File: src/rtl/phase_detector_pkg.sv
// ---------------------------------------------------------------------------
// phase_detector_pkg
// Shared definitions for the oscillator phase readout:
//   pd_state_e  - measurement FSM states (idle / tracking / locked)
//   PD_PERIOD   - default oscillation period in clk cycles (16-stage waveform)
//   PD_PW       - default phase width, log2(PD_PERIOD)
//   PD_LOCK_CNT - default number of identical measurements needed for lock
// ---------------------------------------------------------------------------
package phase_detector_pkg;

  typedef enum logic [1:0] {
    ST_IDLE   = 2'd0,
    ST_TRACK  = 2'd1,
    ST_LOCKED = 2'd2
  } pd_state_e;

  localparam int PD_PERIOD   = 16;
  localparam int PD_PW       = 4;
  localparam int PD_LOCK_CNT = 3;

endpackage

File: src/rtl/phase_detector_edge_rise.sv
// ---------------------------------------------------------------------------
// phase_detector_edge_rise
// Registered rising-edge detector (the edge_rise block). The input is already
// in the clk domain, so it is only delayed once; the rise flag is high in the
// cycle where the input is first sampled high.
// Ports:
//   clk     - system clock
//   re      - synchronous active-high reset (clears the delayed copy)
//   i_sig   - input level
//   o_rise  - i_sig & ~delayed(i_sig)
// ---------------------------------------------------------------------------
module phase_detector_edge_rise (
  input  logic clk,
  input  logic re,
  input  logic i_sig,
  output logic o_rise
);

  logic r_sig_d;

  // Delayed copy of the input for edge comparison
  always_ff @(posedge clk) begin
    if (re) begin
      r_sig_d <= 1'b0;
    end else begin
      r_sig_d <= i_sig;
    end
  end

  assign o_rise = i_sig & ~r_sig_d;

endmodule

File: src/rtl/phase_detector.sv
// ---------------------------------------------------------------------------
// phase_detector
// Measures how many clk cycles a neuron's rising edge lags the phase-0
// reference rising edge, and tracks stability of that measurement.
// Ports:
//   clk, re       - clock, synchronous active-high reset
//   ref_in        - reference oscillator (phase 0), clk domain
//   nin           - neuron oscillator, clk domain
//   phase_out     - last accepted phase measurement
//   phase_valid   - one-cycle pulse when phase_out updates
//   lock          - LOCK_CNT consecutive identical measurements seen
//   no_osc        - no nin rise for at least 2*PERIOD cycles
//   ref_err       - one-cycle pulse on a reference period != PERIOD
// ---------------------------------------------------------------------------
module phase_detector
  import phase_detector_pkg::*;
#(
  parameter int PERIOD   = PD_PERIOD,
  parameter int PW       = PD_PW,
  parameter int LOCK_CNT = PD_LOCK_CNT
) (
  input  logic          clk,
  input  logic          re,
  input  logic          ref_in,
  input  logic          nin,
  output logic [PW-1:0] phase_out,
  output logic          phase_valid,
  output logic          lock,
  output logic          no_osc,
  output logic          ref_err
);

  localparam logic [PW:0]   REL_MAX    = {(PW+1){1'b1}};
  localparam logic [PW:0]   REL_PERIOD = (PW+1)'(PERIOD);
  localparam logic [PW:0]   REL_LAST   = (PW+1)'(PERIOD - 1);
  localparam logic [PW+1:0] GAP_MAX    = (PW+2)'(2 * PERIOD);
  localparam logic [3:0]    CNT_MAX    = 4'(LOCK_CNT);

  logic            w_ref_rise;
  logic            w_nin_rise;
  logic            w_active;
  logic [PW:0]     w_cur;
  logic [PW+1:0]   w_gap_nxt;
  logic            w_meas;
  logic            w_accept;
  logic            w_discard;
  logic            w_same;
  logic            w_ref_err;
  logic            w_no_osc_set;
  logic            w_break;
  logic [3:0]      w_cnt_nxt;
  pd_state_e       w_state_nxt;

  logic [PW:0]     r_rel;
  logic [PW+1:0]   r_gap;
  logic [3:0]      r_cnt;
  pd_state_e       r_state;
  logic [PW-1:0]   r_phase_out;
  logic            r_phase_valid;
  logic            r_lock;
  logic            r_no_osc;
  logic            r_ref_err;

  phase_detector_edge_rise u_ref_edge (
    .clk    (clk),
    .re     (re),
    .i_sig  (ref_in),
    .o_rise (w_ref_rise)
  );

  phase_detector_edge_rise u_nin_edge (
    .clk    (clk),
    .re     (re),
    .i_sig  (nin),
    .o_rise (w_nin_rise)
  );

  // Counter next values, measurement qualification, match count and next state
  always_comb begin
    w_active = (r_state != ST_IDLE);

    // cur is the lag of "now" behind the latest reference edge; a reference
    // edge in this very cycle means lag 0 (simultaneous edges measure 0)
    if (w_ref_rise) begin
      w_cur = (PW+1)'(0);
    end else if (r_rel == REL_MAX) begin
      w_cur = REL_MAX;
    end else begin
      w_cur = r_rel + (PW+1)'(1);
    end

    if (!w_active || w_nin_rise) begin
      w_gap_nxt = (PW+2)'(0);
    end else if (r_gap == GAP_MAX) begin
      w_gap_nxt = GAP_MAX;
    end else begin
      w_gap_nxt = r_gap + (PW+2)'(1);
    end

    w_meas       = w_active & w_nin_rise;
    w_accept     = w_meas & (w_cur < REL_PERIOD);
    w_discard    = w_meas & ~(w_cur < REL_PERIOD);
    w_same       = (w_cur[PW-1:0] == r_phase_out);
    w_ref_err    = w_active & w_ref_rise & (r_rel != REL_LAST);
    // Only the transition into no_osc counts as an event
    w_no_osc_set = w_active & ~w_nin_rise & (w_gap_nxt == GAP_MAX) & ~r_no_osc;

    if (w_ref_err || w_no_osc_set) begin
      w_cnt_nxt = 4'd0;
    end else if (w_accept) begin
      if (!w_same) begin
        w_cnt_nxt = 4'd1;
      end else if (r_cnt < CNT_MAX) begin
        w_cnt_nxt = r_cnt + 4'd1;
      end else begin
        w_cnt_nxt = r_cnt;
      end
    end else if (w_discard) begin
      w_cnt_nxt = 4'd0;
    end else begin
      w_cnt_nxt = r_cnt;
    end

    w_break = (w_accept & ~w_same) | w_discard | w_no_osc_set | w_ref_err;

    case (r_state)
      ST_IDLE: begin
        if (w_ref_rise) begin
          w_state_nxt = ST_TRACK;
        end else begin
          w_state_nxt = ST_IDLE;
        end
      end
      ST_TRACK: begin
        if (w_accept && (w_cnt_nxt == CNT_MAX)) begin
          w_state_nxt = ST_LOCKED;
        end else begin
          w_state_nxt = ST_TRACK;
        end
      end
      ST_LOCKED: begin
        if (w_break) begin
          w_state_nxt = ST_TRACK;
        end else begin
          w_state_nxt = ST_LOCKED;
        end
      end
      default: begin
        w_state_nxt = ST_IDLE;
      end
    endcase
  end

  // State, counters and registered outputs
  always_ff @(posedge clk) begin
    if (re) begin
      r_rel         <= (PW+1)'(0);
      r_gap         <= (PW+2)'(0);
      r_cnt         <= 4'd0;
      r_state       <= ST_IDLE;
      r_phase_out   <= PW'(0);
      r_phase_valid <= 1'b0;
      r_lock        <= 1'b0;
      r_no_osc      <= 1'b0;
      r_ref_err     <= 1'b0;
    end else begin
      r_rel         <= w_cur;
      r_gap         <= w_gap_nxt;
      r_cnt         <= w_cnt_nxt;
      r_state       <= w_state_nxt;
      r_phase_valid <= w_accept;
      r_ref_err     <= w_ref_err;
      r_lock        <= (w_state_nxt == ST_LOCKED);
      if (w_accept) begin
        r_phase_out <= w_cur[PW-1:0];
      end else begin
        r_phase_out <= r_phase_out;
      end
      if (!w_active || w_nin_rise) begin
        r_no_osc <= 1'b0;
      end else if (w_no_osc_set) begin
        r_no_osc <= 1'b1;
      end else begin
        r_no_osc <= r_no_osc;
      end
    end
  end

  assign phase_out   = r_phase_out;
  assign phase_valid = r_phase_valid;
  assign lock        = r_lock;
  assign no_osc      = r_no_osc;
  assign ref_err     = r_ref_err;

endmodule
File: config.mk
export PLATFORM = sky130hd
export DESIGN_NAME = phase_detector
export DESIGN_NICKNAME = d
export VERILOG_FILES = /design/src/rtl/phase_detector_pkg.sv /design/src/rtl/phase_detector_edge_rise.sv /design/src/rtl/phase_detector.sv
export SDC_FILE = /design/constraint.sdc
export NUM_CORES = 1
export LEC_CHECK = 0
export CORE_UTILIZATION = 55
export DETAILED_ROUTE_END_ITERATION = 8
export PLACE_DENSITY_LB_ADDON = 0.3
export SLEW_MARGIN = 10
export SYNTH_ARGS = -nofsm -noshare
export SYNTH_HDL_FRONTEND = slang
export SYNTH_SLANG_ARGS = --single-unit
File: constraint.sdc
create_clock -name clk -period 2.4 [get_ports clk]
set_input_delay 0.48 -clock clk [delete_from_list [all_inputs] [get_ports clk]]
set_output_delay 0.48 -clock clk [all_outputs]
set_load 0.005 [all_outputs]
; ---- Word level (Yosys, flattened, before mapping)
; Index checks and enable logic that the tools add are counted.
[classes]
shifts = 0
eq_ne = 9
n_lt_le_gt_ge = 2
bitwise_logic = 20
reduce_logical = 7
n_addsub = 3
muxes = 13
div = 0
n_mul = 0
[ops]
columns = op, n
row1 = 4-bit 2-to-1 mux, 5
row2 = "6-bit equality test, second input constant", 2
row3 = 6-bit 2-to-1 mux, 2
row4 = 1-bit AND, 11
row5 = 5-bit 2-to-1 mux, 2
row6 = "6-bit by 1-bit adder with 6-bit output, second input constant", 1
row7 = 1-bit NOT, 6
row8 = 2-bit one-hot mux with 3 select lines, 1
row9 = "5-bit by 1-bit adder with 5-bit output, second input constant", 1
row10 = "5-bit equality test, second input constant", 1
row11 = "5-bit less-than comparator, second input constant", 1
row12 = "5-bit by 4-bit != test with 1-bit output, second input constant", 1
row13 = "4-bit by 1-bit adder with 4-bit output, second input constant", 1
row14 = "2-bit equality test, second input constant", 2
row15 = "4-bit by 2-bit equality test with 1-bit output, second input constant", 1
row16 = 4-bit equality test, 1
row17 = "4-bit by 2-bit less-than comparator with 1-bit output, second input constant", 1
row18 = 2-bit 2-to-1 mux, 2
row19 = 1-bit OR, 3
row20 = "2-bit by 1-bit equality test with 1-bit output, second input constant", 1
row21 = 2-bit logical NOT, 1
row22 = 1-bit logical OR, 2
row23 = 2-bit nonzero test, 1
row24 = 2-bit OR reduction, 1
row25 = other kinds (3), 3
[totals]
input_bits = 4
word_cells = 65
latchBits = 0
rom_bits = 0
ramBits = 0
n_memories = 0
regBits = 27
out_inout_bits = 8

; ---- Logic depth before layout (Yosys ltp)
[logic_depth]
word_depth = 14
depth_mapped = 8

; ---- Hierarchy
; From an unflattened synthesis, not the netlist that was laid out.
[unflattened]
hier_cells = 155
hier_area_um2 = 1358.8
[by_module_without_submodules]
columns = mod, seq_area_each_um2, area_per_inst_um2, cells_each, n_inst
row1 = phase_detector, 500.5, 1263.7, 149, 1
row2 = phase_detector_edge_rise, 20.0, 47.5, 3, 2

; ---- Worst setup path after synthesis
; Ideal clock, no wire load.
[synth_path]
kind = reg-to-reg
startpoint = register r_rel[0]
endpoint = register r_cnt[0]
path_slack_ps = 494
period_less_slack_ps = 1906
required_ps = 2281
arrival_time_ps = 1787
path_stages_with_launch = 8
n_path_buf = 0
cell_sequence = dfxtp_1 -> ha_1 -> a41oi_2 -> xnor2_1 -> or3_4 -> o21ai_4 -> nand2_2 -> o221a_1
[synth_between]
elab_chain_len = 9
[synth_lines]
columns = item, line
row1 = from (decl), phase_detector.sv:54  ; logic [PW:0] r_rel;
row2 = from (signal assigned), phase_detector.sv:157  ; r_rel <= (PW+1)'(0);
row3 = from (signal assigned), phase_detector.sv:167  ; r_rel <= w_cur;
row4 = 5-bit by 1-bit adder with 5-bit output / 5-bit equality test (equally long branches), "phase_detector.sv:89, phase_detector.sv:86"
row5 = 5-bit 2-to-1 mux, phase_detector.sv:86  ; end else if (r_rel == REL_MAX) begin
row6 = 5-bit 2-to-1 mux, phase_detector.sv:84  ; if (w_ref_rise) begin
row7 = 5-bit less-than comparator, "phase_detector.sv:101, phase_detector.sv:102"
row8 = 1-bit NOT, phase_detector.sv:102  ; w_discard = w_meas & ~(w_cur < REL_PERIOD);
row9 = 1-bit AND, phase_detector.sv:102
row10 = 4-bit 2-to-1 mux, phase_detector.sv:118  ; end else if (w_discard) begin
row11 = 4-bit 2-to-1 mux, phase_detector.sv:110  ; end else if (w_accept) begin
row12 = 4-bit 2-to-1 mux (*), phase_detector.sv:108  ; if (w_ref_err || w_no_osc_set) begin
row13 = to (signal assigned), phase_detector.sv:169  ; r_cnt <= w_cnt_nxt;
row14 = to (decl), phase_detector.sv:56  ; logic [3:0] r_cnt;
; Every way passes the cells marked *; elsewhere a longest branch is shown, timed or not.
; A chain may end at the register's enable or synchronous reset.

; ---- Worst setup path in the final report
; Ends and elaborated chain as after synthesis.

==> out/summary.txt <==
count leader, synth = dfxtp_1
n_diodes = 0
crit end category = flip-flop
I/O Pins = 12
largest cells by area after synthesis = dfxtp_1 (41%), nor2_1 (6.0%), ha_1 (3.8%), nor3_1 (3.8%), xnor2_1 (3.3%)
Core Util, Final = 67.1%
fillcell total = 191
Final Hold Vio Count = 0
global router's overall resource usage = 21.5%
Worst Path Arrival = 2.37 ns
Via density = 5.72
dominant cell type by area after synthesis = dfxtp_1
clock skew = 0.00828 ns
# rows = 17
Setup-failing EPs final = 0
CP delay by family, top = compound AO/OA/AOI/OAI gates
Seq cells post-synth = 27
number of global-route vias before repair = 1033
Post-Syn Area per Cell = 8.78 um2
CTS Buffer Depth = 2
Post-Syn Instances = 150
Resized cells post-CTS = 0
Non-Filler Instances = 194
nets = 175
Buf+Inv Stages, Crit Path = 0
startpoint types = flip-flop
clk slew on worst S/H paths = 0.14 ns
worst-path fanout max = 7
core area = 0.00223 mm2
Slew HR = 63.9%
Initial Util = 59.0%
setup bufs post-CTS = 0
Initial DRC Count = 22
Mapped Area = 0.00132 mm2
wire length per cell = 12.9 um
fin crit period = 2.15 ns
DRC violations left = 0
IO Port Bufs = 11
Clock Tree Root = clkbuf_4
WP data required = 2.62 ns
Netlist cell types = 45
total power divided by cell area = 503 mW/mm2
fraction of layout instances using a drive strength above 1 = 8.43%
Synthesized Nets = 158
initial antenna violation count = 0
remaining antenna violation count = 0
CTS tree = built
Post-synth top flop = dfxtp_1
routability cong. = 0.801
Final Power = 0.754 mW
Max-Cap Viols = 0
post-synthesis sequential area ratio = 41.0%
Die Y-Extent = 50.9 um
# hold bufs at CTS = 0
outcome = finished, final reports clean
slew of the pin with the lowest slew margin = 0.535 ns
RSZ-0062 raised after global routing = false
critical path's slowest cell = dfxtp_1
final period utilization = 89.6%
critical path cell sequence = ha_1, a41oi_2, xnor2_1, or3_4, o21ai_4, a31oi_1, o221a_1
clk sinks = 27
largest net degree at the start of global routing = 15
number of H-tree levels = 1
Synthesis Warnings = 0
crit path kind = reg -> reg
ys async rst share = 0%
max incr delay on CP = 0.44 ns
DPL Wire Length = 1.94 mm
number of synthesized flops with an enable pin = 0
Die W = 50.9 um
P_leak = 0.555 nW
final WL = 2.51 mm
Placed Cells = 190
vias = 1109
HP Class = reg -> reg
Yosys top cell area share = 41.0%
TritonCTS Buffers = 3
achievable frequency = 465 MHz
Max Slew Vio Count = 0
clock latency at the later pin of the worst-skew pair = 0.32 ns
first-pass GRT wire length = 4.24 mm
top post-synthesis cells by count = dfxtp_1 (27), nor2_1 (21), nor3_1 (10)
GR Overflow Total = 0
Worst VDD drop = 0.360 mV
die area = 0.00260 mm2
DR pass1 iterations = 4
Syn-to-layout area delta = 13.8%
logic make-up (layout without fill, tap and decap cells):
kind of cell / Yosys count / in the layout / synth area share (%)
AO/OA/AOI/OAI: 34 / 34 / 20.0
adder cells (fa/ha/maj): 4 / 4 / 3.80
XOR/XNOR: 9 / 9 / 5.98
buffers and inverters: 7 / 23 / 2.66
flip-flops: 27 / 27 / 41.0
AND/OR/NAND/NOR: 69 / 69 / 26.5
state kept, by name (all words and copies together) (netlist names):
| signal | count |
|---|---|
| r_gap | 6 |
| r_rel | 5 |
| phase_out | 4 |
| r_cnt | 4 |
| r_state | 2 |
| lock | 1 |
| no_osc | 1 |
| phase_valid | 1 |
| ref_err | 1 |
| u_nin_edge.r_sig_d | 1 |
| u_ref_edge.r_sig_d | 1 |
worst reg2reg max path: stages, from the launching register on:
cell	delay [ns]
dfxtp_1	0.44
ha_1	0.33
a41oi_2	0.22
xnor2_1	0.17
or3_4	0.35
o21ai_4	0.19
a31oi_1	0.11
o221a_1	0.25
report_power, final:
| part | leakage, nW | switching, mW | internal, mW |
|---|---|---|---|
| Sequential | 0.219 | 0.00900 | 0.459 |
| Clock | 0.0150 | 0.127 | 0.0652 |
| Combinational | 0.321 | 0.0525 | 0.0412 |
| Total | 0.555 | 0.188 | 0.565 |
cell type report:
cell class | count | area, um2 | area share, %
clock buffers | 4 | 26.3 | 1.75
well taps | 28 | 35.0 | 2.34
multi-input cells | 116 | 742 | 49.5
repair buffers | 15 | 140 | 9.35
flip-flops and latches | 27 | 541 | 36.1
inverters | 4 | 15.0 | 1.00
metrics by stage:
| step | hold slack [ns] | setup WS, ns | TNS [ns] | area [um2] |
|---|---|---|---|---|
| floorplan | 0.437 | 0.494 | 0 | 1320 |
| global placement | 0.460 | 0.0289 | 0 | 1470 |
| detailed placement | 0.477 | -0.0753 | -0.0753 | 1470 |
| CTS | 0.508 | 0.283 | 0 | 1500 |
| global route | 0.532 | 0.102 | 0 | 1500 |
| finish | 0.507 | 0.250 | 0 | 1500 |
placed cells by master (no fill, tap or decap), types with 2 or more instances in the layout:
master / n
dfxtp_1: 27
nor2_1: 21
clkdlybuf4s50_1: 11
nor3_1: 10
nand2_1: 9
a21oi_1: 8
xnor2_1: 5
nand3_1: 5
inv_1: 4
xor2_1: 4
a31oi_1: 4
or3_1: 4
ha_1: 4
buf_4: 4
nor2b_1: 3
and2_1: 3
o21ai_0: 3
and3_1: 3
clkbuf_4: 3
a211oi_1: 2
nand2b_1: 2
o221ai_1: 2
a21boi_1: 2
path summary, 6_finish.rpt:
| check | from | end | slack (ns) | cells after the start |
|---|---|---|---|---|
| setup / recovery | r_rel[0] | r_cnt[0] | 0.25 | 7 |
| hold / removal | r_gap[0] | r_gap[0] | 0.51 | 1 |
| setup reg to reg | r_rel[0] | r_cnt[0] | 0.25 | 7 |
| hold reg to reg | r_gap[0] | r_gap[0] | 0.51 | 1 |
per-layer routing:
layer	global-route usage (%)	part of all wire (%)	vias up
li1	-	-	576
met4	7.87	1.2	0
met3	4.46	2.4	3
met1	27.8	50	510
met5	0	0	-
met2	34.9	46	20
Power figures use the tool's default switching activity.
